===== src/rtl/stopwatch_ctrl.sv =====
// stopwatch_ctrl: mode controller and BCD mm:ss time-keeping core.
// Sequences PAUSED / RUN / ADJUST from debounced button pulses and the
// divider's enables, and drives registered digits and blank masks to the
// seven-segment driver.
// Optional feature macro: STOPWATCH_LAP_EN (lap hold register and lap_active).
module stopwatch_ctrl #(
    parameter int MAX_MIN = 59,
    parameter int MAX_SEC = 59
) (
    input  logic        clk_100mhz,
    input  logic        rst_n,
    input  logic        en_1hz,
    input  logic        en_2hz,
    input  logic        clk_blink,
    input  logic        btn_pause,
    input  logic        btn_clr,
    input  logic        btn_lap,
    input  logic        adj,
    input  logic        sel,
    output logic [15:0] disp,
    output logic        blank_min,
    output logic        blank_sec,
    output logic        running,
    output logic        lap_active,
    output logic        wrap
);

    typedef enum logic [1:0] {
        ST_PAUSED = 2'd0,
        ST_RUN    = 2'd1,
        ST_ADJUST = 2'd2
    } state_t;

    // Field limits pre-encoded as two BCD digits so comparisons are direct.
    localparam logic [7:0] MAX_MIN_BCD = {4'(MAX_MIN / 10), 4'(MAX_MIN % 10)};
    localparam logic [7:0] MAX_SEC_BCD = {4'(MAX_SEC / 10), 4'(MAX_SEC % 10)};

    // Two-digit BCD increment; bit 8 flags the max->00 rollover.
    function automatic logic [8:0] bcd_inc(input logic [7:0] field,
                                           input logic [7:0] max_bcd);
        logic [8:0] r;
        if (field == max_bcd) begin
            r = {1'b1, 8'h00};
        end else if (field[3:0] == 4'd9) begin
            r = {1'b0, field[7:4] + 4'd1, 4'd0};
        end else begin
            r = {1'b0, field[7:4], field[3:0] + 4'd1};
        end
        return r;
    endfunction

    state_t      state_reg, state_next;
    logic [7:0]  min_reg, min_next;
    logic [7:0]  sec_reg, sec_next;
    logic [8:0]  min_inc, sec_inc;
    logic        wrap_reg, wrap_next;
    logic [15:0] disp_reg, disp_next;
    logic        running_reg;
    logic        blank_min_reg, blank_sec_reg;

    assign min_inc = bcd_inc(min_reg, MAX_MIN_BCD);
    assign sec_inc = bcd_inc(sec_reg, MAX_SEC_BCD);

    // Mode state register.
    always_ff @(posedge clk_100mhz or negedge rst_n) begin
        if (!rst_n) begin
            state_reg <= ST_PAUSED;
        end else begin
            state_reg <= state_next;
        end
    end

    // Next mode: adjust request dominates, leaving ADJUST always lands in
    // PAUSED, and the pause button only toggles between PAUSED and RUN.
    always_comb begin
        state_next = state_reg;
        if (adj) begin
            state_next = ST_ADJUST;
        end else if (state_reg == ST_ADJUST) begin
            state_next = ST_PAUSED;
        end else if (btn_pause) begin
            state_next = (state_reg == ST_RUN) ? ST_PAUSED : ST_RUN;
        end
    end

    // Next time value: clear beats any increment; ticks act on the current
    // mode so a same-cycle mode change still lets the tick land.
    always_comb begin
        min_next  = min_reg;
        sec_next  = sec_reg;
        wrap_next = 1'b0;
        if (btn_clr) begin
            min_next = 8'h00;
            sec_next = 8'h00;
        end else if (state_reg == ST_RUN && en_1hz) begin
            sec_next = sec_inc[7:0];
            if (sec_inc[8]) begin
                min_next  = min_inc[7:0];
                wrap_next = min_inc[8];
            end
        end else if (state_reg == ST_ADJUST && en_2hz) begin
            if (sel) begin
                sec_next = sec_inc[7:0];
            end else begin
                min_next = min_inc[7:0];
            end
        end
    end

`ifdef STOPWATCH_LAP_EN
    logic [15:0] lap_reg, lap_next;
    logic        lap_active_reg, lap_active_next;

    // Lap hold: cleared by clear, adjust or a second press; captured only
    // while running.
    always_comb begin
        lap_next        = lap_reg;
        lap_active_next = lap_active_reg;
        if (btn_clr || adj) begin
            lap_active_next = 1'b0;
        end else if (btn_lap && lap_active_reg) begin
            lap_active_next = 1'b0;
        end else if (btn_lap && state_reg == ST_RUN) begin
            lap_active_next = 1'b1;
            lap_next        = {min_reg, sec_reg};
        end
    end

    // Lap register and hold flag.
    always_ff @(posedge clk_100mhz or negedge rst_n) begin
        if (!rst_n) begin
            lap_reg        <= 16'h0000;
            lap_active_reg <= 1'b0;
        end else begin
            lap_reg        <= lap_next;
            lap_active_reg <= lap_active_next;
        end
    end

    assign disp_next  = lap_active_next ? lap_next : {min_next, sec_next};
    assign lap_active = lap_active_reg;
`else
    // Lap button has no function in this build.
    logic unused_lap;
    assign unused_lap = btn_lap;
    assign disp_next  = {min_next, sec_next};
    assign lap_active = 1'b0;
`endif

    // Time digits and all registered outputs.
    always_ff @(posedge clk_100mhz or negedge rst_n) begin
        if (!rst_n) begin
            min_reg       <= 8'h00;
            sec_reg       <= 8'h00;
            wrap_reg      <= 1'b0;
            disp_reg      <= 16'h0000;
            running_reg   <= 1'b0;
            blank_min_reg <= 1'b0;
            blank_sec_reg <= 1'b0;
        end else begin
            min_reg       <= min_next;
            sec_reg       <= sec_next;
            wrap_reg      <= wrap_next;
            disp_reg      <= disp_next;
            running_reg   <= (state_next == ST_RUN);
            blank_min_reg <= (state_next == ST_ADJUST) & ~sel & clk_blink;
            blank_sec_reg <= (state_next == ST_ADJUST) & sel & clk_blink;
        end
    end

    assign disp      = disp_reg;
    assign wrap      = wrap_reg;
    assign running   = running_reg;
    assign blank_min = blank_min_reg;
    assign blank_sec = blank_sec_reg;

endmodule


===== config.mk =====
export PLATFORM = sky130hd
export DESIGN_NAME = stopwatch_ctrl
export DESIGN_NICKNAME = d
export VERILOG_FILES = /design/src/rtl/stopwatch_ctrl.sv
export SDC_FILE = /design/constraint.sdc
export NUM_CORES = 1
export LEC_CHECK = 0
export ABC_AREA = 0
export BUFFER_PORTS_ARGS = -buffer_cell sky130_fd_sc_hd__buf_4
export CORE_MARGIN = 3
export CORE_UTILIZATION = 47
export DETAILED_ROUTE_END_ITERATION = 10
export HOLD_SLACK_MARGIN = 0.06
export PLACE_DENSITY = 0.83
export SYNTH_ARGS = -nofsm -noshare
export SYNTH_HDL_FRONTEND = slang
export SYNTH_SLANG_ARGS = --single-unit

===== constraint.sdc =====
create_clock -name clk_100mhz -period 1.89 [get_ports clk_100mhz]
set_clock_uncertainty 0.2 [all_clocks]
set_input_delay 0.0945 -clock clk_100mhz [delete_from_list [all_inputs] [get_ports clk_100mhz]]
set_output_delay 0.0945 -clock clk_100mhz [all_outputs]
set_load 0.005 [all_outputs]

; Word-level counts from Yosys, hierarchy flattened
; Cells that the tools add are included.
[totals]
regBits = 38
latch_bits = 0
ram_bits = 0
rom_bits = 0
in_bits = 10
output_inout_bits = 21
wordCells = 47
n_memories = 0
[op_classes]
addsub = 4
n_mul = 0
n_div = 0
order_cmp = 0
eq_ne = 8
n_shift = 0
muxes = 20
bitwise_logic = 5
reduce_logical = 2
[ops]
columns = cell, n
row1 = two-way mux 8 bit, 11
row2 = two-way mux 9 bit, 2
row3 = "adder 4 x 1 -> 4 bit, second input constant", 4
row4 = "== test 8 x 7 -> 1 bit, second input constant", 2
row5 = "== test 4 bit, second input constant", 2
row6 = two-way mux 2 bit, 3
row7 = AND 1 bit, 4
row8 = "== test 2 x 1 -> 1 bit, second input constant", 2
row9 = "== test 2 bit, second input constant", 2
row10 = two-way mux 1 bit, 4
row11 = logical AND 1 bit, 2
row12 = NOT 1 bit, 1

; Depth between registers and ports, before layout
[logic_depth]
word_depth = 8
depth_mapped = 7
mapped_depth_nobuf = 6

; Worst setup path before layout
; Ideal clock, no wire load.
[synth_path]
kind = reg-to-reg
from = register disp[1] (netlist name)
to = register disp_reg[11] (netlist: disp[11])
setup_time_ns = 0.078
arrival_time_ns = 1.662
required_time_ns = 1.612
path_slack_ns = -0.050
path_stages_with_launch = 8
n_path_buf = 1
synth_period_minus_slack_ns = 1.940
cell_sequence = dfrtp_1 inv_1 ha_1 nand3b_1 o31a_1 buf_6 or3_1 a21oi_1
[synth_lines]
columns = element, line
row1 = to (signal assigned), 164  ; disp_reg <= disp_next;
row2 = to (decl), 57  ; logic [15:0] disp_reg, disp_next;

==> Flow_metrics.wiki <==
{| class="wikitable"
! Metric !! Value
|-
| Setup repair after global routing missed its margin || yes
|-
| Layout-stage area growth over the synthesis result || 41.1%
|-
| Number of placed I/O pins || 31
|-
| Initial core utilization || 50.4%
|-
| Arrival time worst endpoint || 1.99 ns
|-
| Ratio of total power to cell area || 478 nW/um2
|-
| Per-cell via count in the routed design || 5.55
|-
| Final Wtd Congestion || 0.791
|-
| Endpoints failing setup || 2
|-
| Clock buffer depth || 2
|-
| CORE AREA || 2540 um2
|-
| Final count of pins violating max slew || 0
|-
| Synthesized area per cell || 9.50 um2
|-
| Endpoint type of the worst setup path || register
|-
| Remaining DRCs || 0
|-
| Aggregate routed wire length || 3150 um
|-
| Number of antenna violations at the first check in global routing || 0
|-
| Number of enable-type register cells in the synthesized netlist || 0
|-
| Post-route clock period utilization || 103%
|-
| Proportion of layout cells with a drive suffix above 1 || 33.5%
|-
| Number of nets in the synthesized netlist || 153
|-
| Minimum clock period || 1.94 ns
|-
| Clk pin slew, worst setup/hold paths || 0.12 ns
|-
| Worst hold-check path type || in2reg
|-
| Maximum fanout along the worst path || 8
|-
| Violation count after the first detailed-route iteration || 30
|-
| LEAKAGE || 0.871 nW
|-
| Most used flip-flop cell after synthesis || dfrtp_1
|-
| Largest vdd supply drop || 546 uV
|-
| All-layer global routing usage || 20.5%
|-
| Cell at the root of the clock tree || clkbuf_4
|-
| Hold Violations, Final || 0
|-
| Setup crit start kind || register
|-
| Count of input and output buffers || 28
|-
| 1st-pass router iterations || 4
|-
| Fillers || 196
|-
| H-tree level count || 1
|-
| Library cells used by synthesis || 36
|-
| Worst reg2reg setup slack || -0.05 ns
|-
| Post-synthesis sequential area ratio || 42.9%
|-
| Wire length of the first global-routing pass || 5380 um
|-
| HPWL after detailed placement || 2180 um
|-
| Setup WS pre-CTS || -0.0586 ns
|-
| Maximum number of pins on one net before global-route repair || 23
|-
| Required time at the endpoint of the critical path || 1.94 ns
|-
| Maximum capacitance violations || 0
|-
| Number of synthesis warnings || 0
|-
| Clock Latency Late Sink || 0.31 ns
|-
| Vertical extent of the die || 58.2 um
|-
| DR vias || 1227
|-
| Via count of the first global-routing pass || 1270
|-
| Total power || 0.865 mW
|-
| Total grt overflow || 0
|-
| Depth of the worst hold-timing path || 5
|-
| Post-Syn Area || 1280 um2
|-
| Die Area || 3390 um2
|-
| WL/cell || 14.3 um
|-
| Die X-Extent || 58.2 um
|-
| Final Net Count || 210
|-
| Type of the setup path with the least slack || reg2reg
|-
| Run status || finished, violations left
|-
| Fraction of synthesis flops using an asynchronous set or reset pin || 100%
|-
| Number of cells traversed by the worst register-to-register path || 6
|-
| Clock tree from TritonCTS || built
|-
| Count of inserted antenna diode cells || 0
|-
| Violated checks || setup timing
|-
| Post-route antenna net violation count || 0
|-
| Post-synthesis instance total || 135
|-
| Achievable clock frequency || 516 MHz
|-
| Post-synthesis register bit count || 22
|-
| Total clock sinks || 22
|-
| Inserted Clock Buffers || 3
|-
| Post-route setup slack || -0.0492 ns
|-
| TNS Setup || -0.0652 ns
|-
| Flip-flop count of the largest register, all copies and words added || 16
|-
| Count of standard-cell rows || 18
|}
## per-stage QoR
step | area (um2) | std cells | hold WS (ns) | util [%]
CTS | 1770 | 219 | 0.189 | 69.4
floorplan | 1280 | 135 | -0.401 | -
detailed placement | 1620 | 204 | -0.200 | 63.8
global placement | 1620 | 204 | -0.202 | 63.8
global route | 1810 | 221 | 0.247 | 71.1
finish | 1810 | 221 | 0.231 | 71.1
## power breakdown
part | switching [mW] | internal (mW)
Sequential | 0.00670 | 0.480
Clock | 0.143 | 0.118
Combinational | 0.0579 | 0.0602
## per-layer routing
metal / wire, um / up-vias / global-route usage, %
met4: 19 / 0 / 5.96
li1: - / 591 / -
met3: 119 / 2 / 5.35
met1: 1270 / 603 / 23.3
met2: 1750 / 31 / 37.4
met5: 0 / - / 0
## final timing paths
kind                               from            to
max                             disp[5]      disp[10]
min                              en_2hz       disp[7]
max reg2reg                     disp[5]      disp[10]
min reg2reg                state_reg[1]       running
max in group asynchronous         rst_n  state_reg[0]
min in group asynchronous         rst_n     blank_sec
## layout by cell type, fill, tap and decap left out, drive strengths merged, types with 2 or more instances in the layout
master	Yosys	final
a211oi	3	3
a21bo	2	2
a21oi	15	15
and2	2	2
and3b	3	3
buf	4	49
clkbuf	2	4
dfrtp	22	22
dlygate4sd3	0	9
ha	8	8
inv	7	7
mux2i	3	3
nand2	11	11
nand2b	2	2
nand3	5	5
nand3b	5	5
nand4b	4	4
nor2	12	12
o21ai	7	7
or3	4	4
or4	2	2
## logic make-up after synthesis
family	synth area share, %
fa+ha+maj	7.81
xor+xnor	0.683
mux	2.34
flops	42.9
other cells	0.292
compound gates	16.0
buf+inv	4.98
simple gates	25.0
## area by class of cell
class	count	area, um2	area share, %
clock buffer	4	36.3	2.01
multi-input combinational	100	696	38.5
sequential	22	552	30.5
timing repair buffer	58	462	25.5
inverter	7	26.3	1.45
tap	30	37.5	2.07
## repair_timing
action / in CTS / in global routing
endpoints found under the hold margin: 43 / 22
hold buffers: 9 / 1
buffers inserted: 2 / 2
setup endpoints to repair: 2 / 31
resized for setup: 1 / 10
pin swaps: 2 / 3
## synthesized netlist by cell type (all sizes together), types with 2 or more instances
cell | n | share of area (%)
a211oi | 3 | 1.8
a21bo | 2 | 1.6
a21oi | 15 | 5.9
and2 | 2 | 0.98
and3b | 3 | 2.0
buf | 4 | 2.3
clkbuf | 2 | 0.59
dfrtp | 22 | 43
ha | 8 | 7.8
inv | 7 | 2.0
mux2i | 3 | 2.3
nand2 | 11 | 3.2
nand2b | 2 | 0.98
nand3 | 5 | 2.0
nand3b | 5 | 3.9
nand4b | 4 | 2.7
nor2 | 12 | 3.5
o21ai | 7 | 2.7
or3 | 4 | 2.0
or4 | 2 | 1.2
## worst max-delay path: stages, from the launching register on
cell and delay, ns:
dfrtp_1 0.40, inv_1 0.06, ha_2 0.17, nand3b_1 0.10, o31a_1 0.40, or4_1 0.42
a21oi_1 0.13
Note: power is estimated with default switching activity, not from simulation.
